## src/rtl/seg7_scan_mux.sv

```systemverilog
// Multiplexed seven-segment scanner: dwell-timed digit scan, PWM dimming, tear-free frame loads.
// Optional macro LEADING_ZERO_BLANK_EN blanks leading zero digits.
module seg7_scan_mux #(
  parameter int NUM_DIGITS = 4,
  parameter int SCAN_DIV   = 50000,
  parameter int BRIGHT_W   = 3
) (
  input  logic                    FPGA_CLK,
  input  logic                    RESET_BUT,
  input  logic [4*NUM_DIGITS-1:0] data,
  input  logic [NUM_DIGITS-1:0]   dots,
  input  logic [NUM_DIGITS-1:0]   digit_mask,
  input  logic                    load,
  input  logic [BRIGHT_W-1:0]     brightness,
  output logic [6:0]              segment,
  output logic                    dot,
  output logic [NUM_DIGITS-1:0]   seg_enable_num,
  output logic                    frame_start
);

  localparam int CW = $clog2(SCAN_DIV);
  localparam int IW = (NUM_DIGITS > 1) ? $clog2(NUM_DIGITS) : 1;
  localparam int MW = CW + BRIGHT_W + 1;
  localparam logic [CW-1:0] CNT_LAST = CW'(SCAN_DIV - 1);
  localparam logic [IW-1:0] IDX_LAST = IW'(NUM_DIGITS - 1);
  localparam logic [MW-1:0] DIV_M    = MW'(SCAN_DIV);

  logic [CW-1:0]           cnt_q, cnt_d;
  logic [IW-1:0]           idx_q, idx_d;
  logic [4*NUM_DIGITS-1:0] pend_data_q, pend_data_d, act_data_q, act_data_d;
  logic [NUM_DIGITS-1:0]   pend_dots_q, pend_dots_d, act_dots_q, act_dots_d;
  logic [NUM_DIGITS-1:0]   pend_mask_q, pend_mask_d, act_mask_q, act_mask_d;
  logic                    pend_vld_q, pend_vld_d;
  logic [6:0]              seg_q, seg_d;
  logic                    dot_q, dot_d;
  logic [NUM_DIGITS-1:0]   en_q, en_d;
  logic                    fs_q, fs_d;

  logic                    wrap, boundary, on_phase, show;
  logic [3:0]              nib;
  logic                    dot_bit, mask_bit, lz_bit;
  logic [NUM_DIGITS-1:0]   lz_ok;
  logic [MW-1:0]           pwm_lhs, pwm_rhs;

  function automatic logic [6:0] hex2seg(input logic [3:0] v);
    case (v)
      4'h0: hex2seg = 7'h01;  4'h1: hex2seg = 7'h4F;
      4'h2: hex2seg = 7'h12;  4'h3: hex2seg = 7'h06;
      4'h4: hex2seg = 7'h4C;  4'h5: hex2seg = 7'h24;
      4'h6: hex2seg = 7'h20;  4'h7: hex2seg = 7'h0F;
      4'h8: hex2seg = 7'h00;  4'h9: hex2seg = 7'h04;
      4'hA: hex2seg = 7'h08;  4'hB: hex2seg = 7'h60;
      4'hC: hex2seg = 7'h31;  4'hD: hex2seg = 7'h42;
      4'hE: hex2seg = 7'h30;  default: hex2seg = 7'h38;
    endcase
  endfunction

  always_comb begin
    wrap     = (cnt_q == CNT_LAST);
    boundary = wrap && (idx_q == IDX_LAST);
    cnt_d    = wrap ? '0 : cnt_q + CW'(1);
    idx_d    = idx_q;
    if (wrap) idx_d = (idx_q == IDX_LAST) ? '0 : idx_q + IW'(1);

    pend_data_d = pend_data_q;
    pend_dots_d = pend_dots_q;
    pend_mask_d = pend_mask_q;
    pend_vld_d  = pend_vld_q;
    act_data_d  = act_data_q;
    act_dots_d  = act_dots_q;
    act_mask_d  = act_mask_q;
    // A load landing on the boundary itself bypasses the pending stage.
    if (boundary) begin
      pend_vld_d = 1'b0;
      if (load) begin
        act_data_d = data;
        act_dots_d = dots;
        act_mask_d = digit_mask;
      end else if (pend_vld_q) begin
        act_data_d = pend_data_q;
        act_dots_d = pend_dots_q;
        act_mask_d = pend_mask_q;
      end
    end else if (load) begin
      pend_data_d = data;
      pend_dots_d = dots;
      pend_mask_d = digit_mask;
      pend_vld_d  = 1'b1;
    end
  end

`ifdef LEADING_ZERO_BLANK_EN
  logic zero_above;
  always_comb begin
    lz_ok      = '1;
    zero_above = 1'b1;
    for (int unsigned k = 0; k < NUM_DIGITS - 1; k++) begin
      zero_above = zero_above & (act_data_q[4*(NUM_DIGITS-1-k) +: 4] == 4'h0);
      lz_ok[NUM_DIGITS-1-k] = ~zero_above;
    end
  end
`else
  always_comb lz_ok = '1;
`endif

  always_comb begin
    nib      = '0;
    dot_bit  = 1'b0;
    mask_bit = 1'b0;
    lz_bit   = 1'b0;
    for (int unsigned i = 0; i < NUM_DIGITS; i++) begin
      if (idx_q == IW'(i)) begin
        nib      = act_data_q[4*i +: 4];
        dot_bit  = act_dots_q[i];
        mask_bit = act_mask_q[i];
        lz_bit   = lz_ok[i];
      end
    end
    pwm_lhs  = MW'({cnt_q, {BRIGHT_W{1'b0}}});
    pwm_rhs  = (MW'(brightness) + MW'(1)) * DIV_M;
    // Excluding the wrap cycle forces the anti-ghost gap even at full scale.
    on_phase = (pwm_lhs < pwm_rhs) && !wrap;
    show     = on_phase && mask_bit && lz_bit;

    seg_d = 7'h7F;
    dot_d = 1'b1;
    en_d  = '1;
    if (show) begin
      seg_d = hex2seg(nib);
      dot_d = ~dot_bit;
      for (int unsigned i = 0; i < NUM_DIGITS; i++) begin
        if (idx_q == IW'(i)) en_d[i] = 1'b0;
      end
    end
    fs_d = (cnt_q == '0) && (idx_q == '0);
  end

  always_ff @(posedge FPGA_CLK) begin
    if (!RESET_BUT) begin
      cnt_q       <= '0;
      idx_q       <= '0;
      pend_data_q <= '0;
      pend_dots_q <= '0;
      pend_mask_q <= '0;
      pend_vld_q  <= 1'b0;
      act_data_q  <= '0;
      act_dots_q  <= '0;
      act_mask_q  <= '0;
      seg_q       <= 7'h7F;
      dot_q       <= 1'b1;
      en_q        <= '1;
      fs_q        <= 1'b0;
    end else begin
      cnt_q       <= cnt_d;
      idx_q       <= idx_d;
      pend_data_q <= pend_data_d;
      pend_dots_q <= pend_dots_d;
      pend_mask_q <= pend_mask_d;
      pend_vld_q  <= pend_vld_d;
      act_data_q  <= act_data_d;
      act_dots_q  <= act_dots_d;
      act_mask_q  <= act_mask_d;
      seg_q       <= seg_d;
      dot_q       <= dot_d;
      en_q        <= en_d;
      fs_q        <= fs_d;
    end
  end

  assign segment        = seg_q;
  assign dot            = dot_q;
  assign seg_enable_num = en_q;
  assign frame_start    = fs_q;

endmodule
```

## config.mk

```make
export PLATFORM = sky130hd
export DESIGN_NAME = seg7_scan_mux
export DESIGN_NICKNAME = d
export VERILOG_FILES = /design/src/rtl/seg7_scan_mux.sv
export SDC_FILE = /design/constraint.sdc
export NUM_CORES = 1
export LEC_CHECK = 0
export CAP_MARGIN = 20
export CORE_MARGIN = 8
export CORE_UTILIZATION = 53
export CTS_BUF_LIST = sky130_fd_sc_hd__clkbuf_2 sky130_fd_sc_hd__clkbuf_4 sky130_fd_sc_hd__clkbuf_8
export DETAILED_ROUTE_END_ITERATION = 16
export PLACE_DENSITY = 0.77
export SLEW_MARGIN = 20
export SYNTH_ARGS = -nofsm -noshare
export SYNTH_HDL_FRONTEND = slang
export SYNTH_SLANG_ARGS = --single-unit
```

## constraint.sdc

```tcl
create_clock -name FPGA_CLK -period 5.17 [get_ports FPGA_CLK]
set_clock_uncertainty 0.1 [all_clocks]
set_input_delay 1.2925 -clock FPGA_CLK [delete_from_list [all_inputs] [get_ports FPGA_CLK]]
set_output_delay 1.2925 -clock FPGA_CLK [all_outputs]
set_load 0.02 [all_outputs]
```

==> flow_summary_export.csv <==
group,metric,value,unit
route,ant_nets,0,
synth,synth_top_area_share,34.3,%
route,vias_per_cell,5.54,
floorplanning,die_x,110,um
grt,grt_first_pass_wirelength,17100,um
synth,synthesis.nets,572,
setup_path,required,5.27,ns
final_layout,antenna_cells,0,
sta,finalWorstSetupSlack,0.358,ns
route,wl_per_cell,15.0,um
power_and_ir_drop,intPower,1.02,mW
setup_path,path_cells,"dlymetal6s2s_1 -> inv_1 -> ha_1 -> ha_1 -> xnor2_1 -> ha_1 -> a21o_1 -> ha_1 -> a31o_2 -> a21oi_2 -> o211ai_1 -> buf_4 -> xnor2_1 -> ha_1 -> and3_1 -> nand3_1 -> o21ai_0 -> o32ai_2 -> buf_4 -> nand3_1",
clocking,ctsRootBufferMaster,"clkbuf_8",
setup_path,critPathMaxFanout,6,
final_layout,drive_above_1_share,11.5,%
final_layout,seq_area,0.00160,mm2
sta,worst_pin_slew,0.774,ns
setup_path,rrSetupSlack,2.27,ns
synth,synth_async_sr_flop_share,0,%
grt,grt_pass1_vias,3808,
synth,synth.distinct_cells,53,
setup_path,cp_slowest_cell,"ha_1",
clocking,cts_hold_buf,0,
hold_path,holdCritPathClass,"flip-flop to flip-flop",
floorplanning,row_count,34,
setup_path,cp-end-kind,"flip-flop",
floorplanning,dieArea,0.0121,mm2
clocking,cts_sinks,80,
grt,grt_start_max_net_pins,56,
final_layout,fillCellCount,720,
synth,synth.most_common_cell,"dfxtp_1",
place,io_buffers,42,
setup_path,cpPeakStageDelay,0.32,ns
floorplanning,chipHeight,110,um
synth,synthTopCellsByArea,"dfxtp_1, ha_1, mux2i_1, o211a_1, nor2b_1",
power_and_ir_drop,switchingPower,0.348,mW
synth,ys_ff_latch,80,
clocking,h-tree-depth,3,
synth,syn_area_per_cell,9.37,um2
route,drc,0,
sta,drv_slew,0,
sta,period_minus_slack,4.81,ns
clocking,clkTransAtPathRegs,0.08,ns
final_layout,nets,635,
synth,synth_top_cell_by_area,"dfxtp_1",
power_and_ir_drop,ir_drop,0.281,mV
place,dp_hpwl,7410,um
clocking,clk_latency,0.35,ns
synth,yosys-top-cells-count,"dfxtp_1, mux2i_1, ha_1",
synth,synthFlopType,"dfxtp_1",
route,drtIter0Drc,179,
flow_run,drv_cap,0,
sta,rsz0062_at_grt,"no",
sta,finalHoldViolations,0,
power_and_ir_drop,power_density,244,mW/mm2
synth,synth_edf_count,0,
clocking,cts-buffers-inserted,9,
route,wl,10100,um
floorplanning,start_util,54.0,%
sta,slew_headroom,48.4,%
sta,timing.final.crit_share,93.1,%
power_and_ir_drop,leakage,2.69,nW
setup_path,crit_top_cell,"ha_1",
grt,grt_usage,17.5,%
power_and_ir_drop,power.share.clock,34.9,%
power_and_ir_drop,p_total,1.37,mW
route,vias,3737,
place,dp_slack,-0.413,ns
synth,synthCells,498,
power_and_ir_drop,combPwrFrac,18.3,%
synth,synth-seq-area-share,34.3,%
status,status,"completed",
sta,setup_viol,0,
clocking,cts_buffer_depth,2,
clocking,cts_tree,"yes",
setup_path,start_kind,"input pin",
setup_path,arrival,4.91,ns
synth,yosysWarnings,0,
final_layout,synthToLayoutAreaGrowth,19.7,%
route,firstDrtPassIters,4,
power_and_ir_drop,switching_share,25.5,%
floorplanning,io-pin-count,43,
sta,fmax,208,MHz
grt,antenna_found_initial,0,
power_and_ir_drop,seqPwrFrac,46.8,%
grt,grt_overflow,0,
synth,synthesis.area,0.00467,mm2
final_layout,multi_input_area,0.00285,mm2
floorplanning,core,0.00864,mm2
place,place_congestion,0.846,
setup_path,worst-setup-path-type,"input pin to flip-flop",
flip-flops by register name, summed over array words and instances (netlist names), 2 cells and up:
signal          count
pend_dots_q         4
idx_q               2
segment             7
act_dots_q          4
act_data_q         16
seg_enable_num      4
pend_data_q        16
act_mask_q          4
pend_mask_q         4
cnt_q              16
cells in the final DEF (no fill, tap or decap), drive strengths merged, types with 2 or more instances in the layout:
cell type,synthesis,routed
a32oi,2,2
buf,13,36
clkbuf,13,12
o211ai,3,3
a211oi,6,6
and2,4,4
nand3,22,22
o211a,25,25
nor3,9,9
ha,44,44
nor4,4,4
o21a,2,2
xnor2,15,15
clkinvlp,0,3
inv,23,23
dlymetal6s2s,0,3
dfxtp,80,80
nor2,24,24
clkdlybuf4s50,0,39
nand2,41,41
a21o,6,6
or3,3,3
nand3b,8,8
mux2i,50,50
and3,6,6
a21oi,19,19
a221oi,2,2
xor2,12,12
a211o,2,2
nor2b,27,27
a221o,2,2
nand4,8,8
o21ai,10,10
through the flow:
stage / hold slack, ns / instances / utilization, % / setup TNS [ns] / instance area, um2
floorplan: 0.341 / 498 / - / 0 / 4670
detailed placement: 0.385 / 655 / 61.5 / -4.65 / 5320
global route: 0.419 / 674 / 64.7 / 0 / 5590
global placement: 0.360 / 655 / 61.5 / -3.45 / 5320
finish: 0.404 / 674 / 64.7 / 0 / 5590
CTS: 0.404 / 673 / 64.3 / 0 / 5550
layer usage:
| metal | track usage [%] | vias up | wire (um) |
|---|---|---|---|
| li1 | - | 1904 | - |
| met1 | 19.8 | 1757 | 4380 |
| met2 | 32.2 | 61 | 5230 |
| met3 | 2.81 | 15 | 281 |
| met4 | 5.98 | 0 | 196 |
| met5 | 0 | - | 0 |
power groups by stage:
| stage | sequential, mW | combinational, mW | clock [mW] |
|---|---|---|---|
| after global routing | 0.640 | 0.279 | 0.511 |
| after detailed placement | 0.653 | 0.245 | 0 |
| after CTS | 0.638 | 0.249 | 0.487 |
| after floorplan | 0.652 | 0.151 | 0 |
| final | 0.638 | 0.250 | 0.476 |
| after global placement | 0.652 | 0.235 | 0 |
worst max-delay path, delay by kind of cell:
| family | cells | cell delay (ns) |
|---|---|---|
| AO/OA/AOI/OAI | 6 | 1.12 |
| AND/OR/NAND/NOR | 3 | 0.33 |
| XOR/XNOR | 2 | 0.29 |
| buffers and inverters | 4 | 0.58 |
| adder cells (fa/ha/maj) | 5 | 1.26 |
logic make-up after synthesis:
logic type,count (synthesis),share of synthesized area [%]
flip-flops,80,34.3
adder cells (fa/ha/maj),44,11.8
buffers and inverters,49,5.17
multiplexers,51,11.2
AO/OA/AOI/OAI,87,14.3
AND/OR/NAND/NOR,160,18.2
XOR/XNOR,27,5.07
path summary, 6_finish.rpt:
check                                                 from                           end  cells after the start
worst max-delay path                         brightness[0]  seg_enable_num[1]$_SDFF_PN1_                     20
worst min-delay path            act_dots_q[3]$_SDFFE_PN0P_    act_dots_q[3]$_SDFFE_PN0P_                      1
worst max register to register       idx_q[1]$_SDFFE_PN0P_         segment[3]$_SDFF_PN1_                      9
worst min register to register  act_dots_q[3]$_SDFFE_PN0P_    act_dots_q[3]$_SDFFE_PN0P_                      1
final cells by class:
class                   count  area share (%)
clock buffers              12            2.84
well taps                 108            2.42
multi-input cells         369            51.1
repair buffers             78            12.5
inverters                  23            1.55
flip-flops and latches     80            28.7
clock inverters             4           0.941
repair_timing:
item,CTS,global route
cloned,1,0
gates resized for setup,5,7
pin swaps,2,2
setup endpoints to repair,11,12
buffers inserted,1,0
(Power assumes the default switching activity.)
